--- src/rtl/mod_down_counter.sv ---
// Modulo-N synchronous down counter with borrow, parallel load and sticky done.
// Define CNT_WRAP_EN for free-running wrap; default build is one-shot.
module mod_down_counter #(
  parameter int MODULUS = 9,
  parameter int WIDTH   = 5
) (
  input  logic             clock,
  input  logic             clear,
  input  logic             preset,
  input  logic             load,
  input  logic [WIDTH-1:0] load_value,
  input  logic             in,
  output logic [WIDTH-1:0] q,
  output logic             zero,
  output logic             borrow,
  output logic             done
);

  localparam logic [WIDTH-1:0] MAX = WIDTH'(MODULUS - 1);

  typedef enum logic [1:0] {
    COUNTING,
    TERMINAL,
    EXPIRED
  } state_e;

  logic [WIDTH-1:0] count_q, count_d;
  logic             done_q, done_d;
  logic [WIDTH-1:0] load_sat;
  state_e           state;

  assign load_sat = (load_value > MAX) ? MAX : load_value;

  always_comb begin
    state = COUNTING;
    if (count_q == '0) begin
      state = done_q ? EXPIRED : TERMINAL;
    end
  end

  always_ff @(posedge clock) begin
    count_q <= count_d;
    done_q  <= done_q == done_d ? done_q : done_d;
  end

  always_comb begin
    count_d = count_q;
    done_d  = done_q;
`ifdef CNT_WRAP_EN
    // done is a one-cycle pulse marking the wrap edge
    done_d  = 1'b0;
`endif
    if (clear) begin
      count_d = '0;
      done_d  = 1'b0;
    end else if (preset) begin
      count_d = MAX;
      done_d  = 1'b0;
    end else if (load) begin
      count_d = load_sat;
      done_d  = 1'b0;
    end else if (in) begin
      unique case (state)
        COUNTING: begin
          count_d = count_q - 1'b1;
        end
        TERMINAL: begin
`ifdef CNT_WRAP_EN
          count_d = MAX;
`endif
          done_d  = 1'b1;
        end
        EXPIRED: begin
          done_d  = 1'b1;
        end
        default: begin
          count_d = '0;
        end
      endcase
    end
  end

  assign q      = count_q;
  assign zero   = (count_q == '0);
  assign borrow = zero & in & ~clear & ~preset & ~load;
  assign done   = done_q;

endmodule

--- config.mk ---
export PLATFORM = sky130hd
export DESIGN_NAME = mod_down_counter
export DESIGN_NICKNAME = d
export VERILOG_FILES = /design/src/rtl/mod_down_counter.sv
export SDC_FILE = /design/constraint.sdc
export NUM_CORES = 1
export LEC_CHECK = 0
export BUFFER_PORTS_ARGS = -buffer_cell sky130_fd_sc_hd__buf_2
export CORE_MARGIN = 4
export CORE_UTILIZATION = 30
export CTS_CLUSTER_DIAMETER = 120
export DETAILED_ROUTE_END_ITERATION = 10
export SYNTH_ARGS = -nofsm -noshare
export SYNTH_HDL_FRONTEND = slang
export SYNTH_SLANG_ARGS = --single-unit
--- constraint.sdc ---
create_clock -name clock -period 2 [get_ports clock]
set_input_delay 0.4 -clock clock [delete_from_list [all_inputs] [get_ports clock]]
set_output_delay 0.4 -clock clock [all_outputs]
set_load 0.005 [all_outputs]
==> flow_summary_export.csv, run 1 <==
group,metric,value,unit
yosys,synth_top_family_by_area,"simple AND/OR/NAND/NOR gates",
clock_tree,cts_max_path_buffers,2,
yosys,synth-warning-count,0,
min_path,hp-class,"input port to flop",
clock_tree,clock_latency,0.26,ns
placement,dp_hpwl,950.4,µm
timing,hold_ws,0.3776,ns
setup_path,cp_max_fo,7,
drt,finalWirelength,1248,µm
grt,grt_max_degree,9,
final_layout,fin_nets,97,
outcome,status,"complete, but fails checks",
final_layout,area_delta_synth_final,62.07,%
pwr,cellLeakagePower,0.0003289,µW
clock_tree,cts_buffers,3,
yosys,async_reset_ff_share,0,%
clock_tree,cts_tree,"done",
floorplanning,row_count,13,
clock_tree,cts_sinks,6,
yosys,syn_inst,50,
final_layout,final_util,52.91,%
final_layout,layout-drive-gt1-share,58.33,%
setup_path,cp.required,2.12,ns
pwr,peakVddDrop,0.0003883,V
final_layout,antennaDiodeCount,0,
grt,grt_pass1_wl,1987,µm
yosys,muxShareOfSynthArea,5.747,%
yosys,synth_top_area_share,22.99,%
timing,setup_viol,5,
timing,final.period_utilization,103.3,%
setup_path,crit_slowest_cell,"dfxtp_2",
floorplanning,coreArea,1334,µm²
final_layout,multiInputGateArea,316.6,µm²
flow_run,cap_violations,0,
grt,grt_pass1_vias,481,
setup_path,critical-path-max-stage-delay,0.31,ns
yosys,synth_area_leaders,"dfxtp_1 (23%), edfxtp_1 (6.9%), ha_1 (5.7%)",
drt,wl_per_cell,12.61,µm
timing,tns,-0.2168,ns
yosys,syn_nets,62,
timing,relSlewSlack,82.02,%
yosys,synth_xor_area_share,2.011,%
timing,fin_ws,-0.06507,ns
timing,worst_pin_slew,0.2672,ns
drt,dr.pass1.iters,3,
floorplanning,die_x,46.10,µm
yosys,synth_top_cell_by_area,"dfxtp_1",
yosys,syn-cell-area,435.4,µm²
timing,max_freq,484.2,MHz
yosys,synth_adder_area_share,5.747,%
setup_path,timing.critical_path.from_type,"flop",
grt,antenna_found_initial,0,
floorplanning,die_h,46.10,µm
setup_path,cp_data_arrival_time,2.19,ns
drt,drcViolationCount,0,
yosys,synth-simple-area-share,33.05,%
setup_path,path_buf_inv,1,
placement,portBuffers,17,
placement,dp_slack,-0.1551,ns
drt,ant_nets,0,
timing,finClkSkew,0.01530,ns
setup_path,path_cells,"inv_2 -> ha_4 -> nor4b_4 -> or2b_1 -> ha_1 -> and2b_2 -> mux2i_1 -> a311oi_1 -> nor3_1",
yosys,ys_seq_elements,6,
floorplanning,dieArea,2125,µm²
timing,rsz0062_at_grt,"yes",
timing,slew_viol_final,0,
yosys,synth_edf_count,1,
yosys,syn_avg_cell_area,8.708,µm²
placement,gp_congestion,0.8371,
setup_path,crit_family,"simple AND/OR/NAND/NOR gates",
pwr,total_power,423.6,µW
setup_path,end_kind,"flop",
clock_tree,root_buffer,"clkbuf_4",
yosys,synth_ff_type,"dfxtp_1",
pwr,power_density,600.3,nW/µm²
drt,vias,487,
timing,finalHoldViolCount,0,
yosys,synth_compound_area_share,17.24,%
grt,grt.overflow.total,0,
clock_tree,clkTransAtPathRegs,0.06,ns
setup_path,path_class,"flop to flop",
yosys,synth.distinct_cells,30,
floorplanning,initial_core_util,32.65,%
outcome,violations,"setup timing",
yosys,synth-seq-area-share,29.89,%
drt,drt_iter0_drc,7,
final_layout,nFillCells,129,
final_layout,seq_area,131.4,µm²
timing,post-route-min-period,2.065,ns
floorplanning,pin_count,18,
drt,viasPerCell,4.919,
clock_tree,cts_max_level,1,
grt,grt.total_usage,13.21,%
-- cell usage after synthesis, types with 2 or more instances --
cell      number
a211oi_1       2
a21oi_1        2
dfxtp_1        5
ha_1           2
inv_1          4
nand3_1        2
nor2_1         4
nor3_1         2
nor3b_1        2
nor4_1         2
o21ai_0        4
-- worst paths after layout --
path	startpoint	to	slack, ns	cells after the start
worst min-delay path	clear	q[2]	0.38	2
worst min register to register	q[2]	q[2]	0.68	3
worst max-delay path	q[0]	q[3]	-0.07	9
worst max register to register	q[0]	q[3]	-0.07	9
-- cells by family (layout without fill, tap and decap cells) --
family,after synthesis,in the layout
AND/OR/NAND/NOR,21,21
flip-flops,6,6
buffers and inverters,6,40
multiplexers,2,2
adder cells (fa/ha/maj),2,2
AO/OA/AOI/OAI,12,12
XOR/XNOR,1,1
-- worst register-to-register path: cells and delay by family, from the launching register on --
kind	cells	cell delay (ns)
fa+ha+maj	2	0.42
simple gates	4	0.82
mux	1	0.09
compound gates	1	0.23
buf+inv	1	0.07
flops	1	0.31
-- sequential cells by signal (all words and copies together) (netlist names) --
| name | count |
|---|---|
| q | 5 |
| done | 1 |
-- power by group --
group / internal, µW / switching (µW) / total, µW
Clock: 76.2 / 53.1 / 129
Combinational: 86.4 / 73.0 / 159
Sequential: 130 / 5.09 / 135
Total: 292 / 131 / 424
-- stage by stage --
step | area [µm²] | instances
2_1_floorplan | 457.9 | 50
3_3_place_gp | 650.6 | 94
3_5_place_dp | 650.6 | 94
4_1_cts | 689.4 | 99
5_1_grt | 705.7 | 99
6_report | 705.7 | 99
-- placed cells by master (no fill, tap or decap), drive strengths merged, types with 4 or more instances in the layout --
cell type	count
buf	32
nor2	5
dfxtp	5
clkbuf	4
inv	4
o21ai	4
-- repair_timing --
| action | in CTS | in global routing |
|---|---|---|
| setup endpoints to repair | 5 | 5 |
| pin swaps | 3 | 4 |
| gates resized for setup | 4 | 3 |
| setup buffers | 1 | 0 |
| hold buffers | 0 | 0 |
-- layer usage --
layer | wire, µm | global-route usage (%) | part of all wire (%)
met2 | 612 | 20.88 | 49
met5 | 0 | 0 | 0
met3 | 97 | 5.859 | 7.8
met4 | 0 | 1.705 | 0
met1 | 539 | 16.90 | 43
-- layout make-up --
| class | instances | area share, % |
|---|---|---|
| timing repair buffer | 32 | 28.01 |
| sequential | 6 | 18.62 |
| inverter | 4 | 2.128 |
| tap | 15 | 2.660 |
| multi-input combinational | 38 | 44.86 |
| clock buffer | 4 | 3.723 |
Power figures use the tool's default switching activity.
==> run 2, diff against run 1 <==
--- a/config.mk
+++ b/config.mk
@@ -6,10 +6,10 @@
 export NUM_CORES = 1
 export LEC_CHECK = 0
 export BUFFER_PORTS_ARGS = -buffer_cell sky130_fd_sc_hd__buf_2
-export CORE_MARGIN = 4
-export CORE_UTILIZATION = 30
+export CORE_AREA = 4 4 41 43
 export CTS_CLUSTER_DIAMETER = 120
 export DETAILED_ROUTE_END_ITERATION = 10
+export DIE_AREA = 0 0 45 47
 export SYNTH_ARGS = -nofsm -noshare
 export SYNTH_HDL_FRONTEND = slang
 export SYNTH_SLANG_ARGS = --single-unit
==> run 2 against run 1 <==
The flow still finishes with violations (setup timing). Wire length increased by 3.8%. Total power increased by 1.3%. Via count increased by 7.8%. Final cell count increased by 1.0%. Maximum frequency about the same. Combinational power increased by 4%. Clock-buffer cell count unchanged. Die area decreased by 0.46%.
==> flow_summary_export.csv, run 2 (synthesis gave the netlist of run 1 again) <==
group,metric,value,unit
drt,viasPerCell,5.250,
floorplanning,dieArea,2115,µm²
grt,grt_pass1_wl,2028,µm
drt,vias,525,
drt,ant_nets,0,
final_layout,nFillCells,132,
setup_path,timing.critical_path.from_type,"flop",
grt,grt_pass1_vias,454,
placement,gp_congestion,0.8230,
grt,grt_max_degree,9,
timing,setup_viol,4,
drt,wl_per_cell,12.95,µm
setup_path,crit_family,"simple AND/OR/NAND/NOR gates",
clock_tree,cts_max_level,1,
clock_tree,root_buffer,"clkbuf_4",
placement,portBuffers,17,
pwr,total_power,429.0,µW
setup_path,cp_data_arrival_time,2.24,ns
outcome,status,"complete, but fails checks",
timing,finalHoldViolCount,0,
clock_tree,clock_latency,0.25,ns
floorplanning,coreArea,1301,µm²
timing,post-route-min-period,2.066,ns
placement,dpl.cell_count,89,
drt,drt_iter0_drc,12,
floorplanning,initial_core_util,33.46,%
clock_tree,cts_buffers,3,
floorplanning,die_x,45,µm
timing,finClkSkew,0.007912,ns
setup_path,crit_slowest_cell,"dfxtp_2",
setup_path,path_buf_inv,1,
setup_path,end_kind,"flop",
timing,fin_ws,-0.06637,ns
setup_path,path_cells,"inv_2 -> ha_4 -> nor4b_4 -> or2b_1 -> ha_4 -> and2b_2 -> mux2i_1 -> a311oi_1 -> nor3_1",
clock_tree,cts_tree,"done",
timing,final.period_utilization,103.3,%
setup_path,critical-path-max-stage-delay,0.32,ns
floorplanning,row_count,13,
final_layout,area_delta_synth_final,63.79,%
final_layout,final_cell_mix,"buf_2 (17), buf_4 (15), nor2_1 (4)",
floorplanning,pin_count,18,
final_layout,antennaDiodeCount,0,
clock_tree,clkTransAtPathRegs,0.06,ns
drt,finalWirelength,1295,µm
pwr,power_density,601.5,nW/µm²
timing,max_freq,483.9,MHz
grt,antenna_found_initial,0,
grt,grt.total_usage,13.38,%
pwr,cellLeakagePower,0.0003350,µW
drt,drcViolationCount,0,
placement,dp_hpwl,917.5,µm
timing,slew_viol_final,0,
flow_run,cap_violations,0,
final_layout,largest_reg_flops,5,
timing,worst_pin_slew,0.2708,ns
final_layout,fin_nets,98,
clock_tree,cts_max_path_buffers,2,
final_layout,final_common_cell,"buf_2",
final_layout,layout-drive-gt1-share,58.82,%
outcome,violations,"setup timing",
setup_path,cp_max_fo,5,
grt,grt.overflow.total,0,
timing,rsz0062_at_grt,"yes",
pwr,peakVddDrop,0.0004683,V
setup_path,cp.required,2.17,ns
final_layout,multiInputGateArea,322.8,µm²
final_layout,layout.cells.non_filler,100,
drt,dr.pass1.iters,4,
min_path,hp-class,"input port to flop",
setup_path,crit_top_cell,"ha_4",
clock_tree,cts_sinks,6,
floorplanning,die_h,47,µm
setup_path,path_class,"flop to flop",
final_layout,seq_area,132.6,µm²
timing,relSlewSlack,81.70,%
[run 2: cell types whose count changed in the layout (fill, tap and decap cells not counted), sizes merged]
cell / before / now
and2b: 1 / 2
[run 2: area by class of cell]
class | instances | share of cell area (%)
Multi-Input combinational cell | 39 | 45.26
Timing Repair Buffer | 32 | 27.72
Sequential cell | 6 | 18.60
Clock buffer | 4 | 3.684
Tap cell | 15 | 2.632
Inverter | 4 | 2.105
[run 2: report_power, final]
part / switching (µW) / internal, µW
clock network: 52.8 / 76.2
registers: 5.38 / 130
logic: 73.6 / 91.1
total: 132 / 297
[run 2: stage by stage]
stage | setup slack, ns | instance area [µm²] | util (%) | hold WS, ns | TNS, ns
after floorplan | -0.1381 | 457.9 | - | 0.4706 | -0.4637
after global placement | -0.1537 | 613.1 | 47.12 | 0.6153 | -0.5285
after detailed placement | -0.2113 | 613.1 | 47.12 | 0.6131 | -0.7092
after CTS | -0.1057 | 669.4 | 51.44 | 0.3747 | -0.2257
after global routing | -0.1688 | 713.2 | 54.81 | 0.3794 | -0.6919
final | -0.06637 | 713.2 | 54.81 | 0.3819 | -0.1480
[run 2: worst reg2reg max path: stages, from the launching register on]
cell	delay (ns)
dfxtp_2	0.32
inv_2	0.07
ha_4	0.15
nor4b_4	0.21
or2b_1	0.29
ha_4	0.28
and2b_2	0.24
mux2i_1	0.15
a311oi_1	0.06
nor3_1	0.22
[run 2: layer usage]
| metal | routed length (µm) | GRT usage [%] | share of wire, % |
|---|---|---|---|
| met1 | 562 | 15.79 | 43 |
| met2 | 626 | 22.88 | 48 |
| met3 | 106 | 6.130 | 8.2 |
| met4 | 0 | 1.754 | 0 |
| met5 | 0 | 0 | 0 |
[run 2: worst paths after layout]
| path | slack (ns) | startpoint | depth (start not counted) | end |
|---|---|---|---|---|
| setup / recovery | -0.07 | q[1] | 9 | q[3] |
| hold / removal | 0.38 | clear | 2 | q[1] |
| setup reg to reg | -0.07 | q[1] | 9 | q[3] |
| hold reg to reg | 0.67 | q[4] | 3 | q[4] |
[run 2: repair_timing]
item                                    4_1_cts  5_1_grt
buffers inserted                              2        4
gates resized for setup                       4        3
pin swaps                                     6        4
hold buffers                                  0        0
endpoints found under the setup margin        5        5
cloned                                        1        0
==> run 3, diff against run 2 <==
--- a/config.mk
+++ b/config.mk
@@ -10,6 +10,7 @@
 export CTS_CLUSTER_DIAMETER = 120
 export DETAILED_ROUTE_END_ITERATION = 10
 export DIE_AREA = 0 0 45 47
+export REMOVE_ABC_BUFFERS = 1
 export SYNTH_ARGS = -nofsm -noshare
 export SYNTH_HDL_FRONTEND = slang
 export SYNTH_SLANG_ARGS = --single-unit
==> run 3 against run 2 <==
Worst hold slack better by 0.0058 ns. Critical path type unchanged. The flow still finishes with violations (setup timing). Sequential power barely moved. First-iteration DRC count is 17% lower. Flip-flop and latch count did not move. Die area is the same. Wire length rose by 9.3%. Sequential share of layout area is the same. Largest cell class unchanged. Maximum frequency shrank 0.85%. Worst setup slack lost 0.018 ns.
==> flow_summary_export.csv, run 3 (synthesis gave the netlist of run 1 again) <==
group,metric,value,unit
outcome,status,"complete, but fails checks",
outcome,violations,"setup timing",
pwr,pwr-share-seq,31.9,%
drt,vias,504,
floorplanning,row_count,13,
final_layout,seq_area,132.6,µm²
floorplanning,coreArea,1301,µm²
drt,dr.pass1.iters,4,
pwr,total_power,426.2,µW
drt,drt_iter0_drc,10,
placement,dp_slack,-0.1901,ns
final_layout,final_common_cell,"buf_2",
timing,max_freq,479.8,MHz
drt,ant_nets,0,
clock_tree,cts_max_path_buffers,2,
setup_path,path_cells,"inv_4 -> ha_4 -> nor4b_4 -> or2b_1 -> ha_1 -> and2b_2 -> mux2i_1 -> a311oi_1 -> nor3_1",
final_layout,layout.cells.non_filler,99,
drt,drcViolationCount,0,
setup_path,end_kind,"flop",
setup_path,cp_data_arrival_time,2.21,ns
final_layout,layout-drive-gt1-share,61.90,%
clock_tree,cts_buffers,3,
pwr,peakVddDrop,0.0003262,V
placement,place_area,601.8,µm²
setup_path,cp_max_fo,4,
final_layout,final_cell_mix,"buf_2 (17), buf_4 (14), nor2_1 (3), clkbuf_4 (3), dfxtp_1 (3)",
clock_tree,root_buffer,"clkbuf_4",
grt,grt_max_degree,9,
pwr,combPwrFrac,37.9,%
placement,dpl.cell_count,90,
clock_tree,clock_latency,0.26,ns
final_layout,area_delta_synth_final,63.79,%
timing,worst_pin_slew,0.3082,ns
setup_path,crit_slowest_cell,"dfxtp_2",
timing,setup_viol,5,
final_layout,nFillCells,132,
grt,grt.total_usage,14.32,%
pwr,pwr-share-clk,30.3,%
pwr,swShare,31.55,%
setup_path,r2r-start,"q[0]",
clock_tree,cts_tree,"done",
timing,slew_viol_final,0,
grt,grt.overflow.total,0,
floorplanning,die_x,45,µm
pwr,cellLeakagePower,0.0003304,µW
floorplanning,pin_count,18,
final_layout,largest_reg_flops,5,
clock_tree,clkTransAtPathRegs,0.06,ns
final_layout,multiInputGateArea,316.6,µm²
drt,wl_per_cell,14.29,µm
timing,finalHoldViolCount,0,
floorplanning,dieArea,2115,µm²
timing,final.period_utilization,104.2,%
placement,gp_congestion,0.8314,
grt,antenna_found_initial,0,
timing,post-route-min-period,2.084,ns
min_path,worstHoldStart,"clear",
clock_tree,cts_max_level,1,
placement,portBuffers,17,
grt,grt_pass1_vias,495,
pwr,power_density,597.6,nW/µm²
floorplanning,initial_core_util,33.46,%
final_layout,postLayoutCellArea,713.2,µm²
setup_path,path_class,"flop to flop",
setup_path,crit_start,"q[0]",
min_path,hp-class,"input port to flop",
final_layout,antennaDiodeCount,0,
pwr,intPower,291.7,µW
floorplanning,die_h,47,µm
setup_path,critical-path-max-stage-delay,0.33,ns
timing,fin_ws,-0.08406,ns
setup_path,timing.critical_path.from_type,"flop",
drt,finalWirelength,1415,µm
timing,relSlewSlack,79.16,%
clock_tree,hold_buffers,0,
placement,dp_hpwl,967.3,µm
drt,viasPerCell,5.091,
pwr,power_switching,134.5,µW
grt,grt_pass1_wl,2083,µm
clock_tree,cts_sinks,6,
timing,rsz0062_at_grt,"yes",
timing,tns,-0.3334,ns
final_layout,fin_nets,97,
flow_run,cap_violations,0,
setup_path,cp.required,2.13,ns
timing,finClkSkew,0.009678,ns
[run 3: cell type report]
cell class,count,share of cell area [%]
Multi-Input combinational cell,38,44.39
Timing Repair Buffer,32,28.25
Sequential cell,6,18.60
Clock buffer,4,3.684
Tap cell,15,2.632
Inverter,4,2.456
[run 3: power groups by stage]
stage,registers [µW],logic (µW),clock network [µW]
3_3_place_gp,137,134,0
2_1_floorplan,141,66.9,0
6_report,136,161,129
5_1_grt,136,177,148
4_1_cts,135,149,135
3_5_place_dp,137,136,0
[run 3: metal layers]
layer  vias up  wire [µm]  track usage [%]
met4         0          0            5.263
li1        257          -                -
met3         0         81            6.130
met5         -          0                0
met2        16        821            27.40
met1       231        512            13.47
[run 3: what timing repair did]
action / CTS / global route
setup endpoints to repair: 5 / 5
gates resized for setup: 11 / 7
pin swaps: 9 / 6
buffers inserted: 2 / 3
gates cloned: 0 / 0
[run 3: through the flow]
stage	util (%)	hold WS [ns]
finish	54.81	0.3877
global route	54.81	0.3803
CTS	51.83	0.3635
detailed placement	46.25	0.5933
global placement	46.25	0.5676
floorplan	-	0.4728
[run 3: path summary, 6_finish.rpt]
kind / to / slack (ns) / depth (start not counted)
worst max register to register: q[3] / -0.08 / 9
worst min-delay path: q[2] / 0.39 / 2
worst max-delay path: q[3] / -0.08 / 9
worst min register to register: q[4] / 0.59 / 2
[run 3: worst max-delay path: cells and delay by family (launching register included)]
kind	cells	cell delay, ns
AND/OR/NAND/NOR	4	0.82
adder cells (fa/ha/maj)	2	0.39
flip-flops	1	0.33
AO/OA/AOI/OAI	1	0.27
multiplexers	1	0.09
buffers and inverters	1	0.07
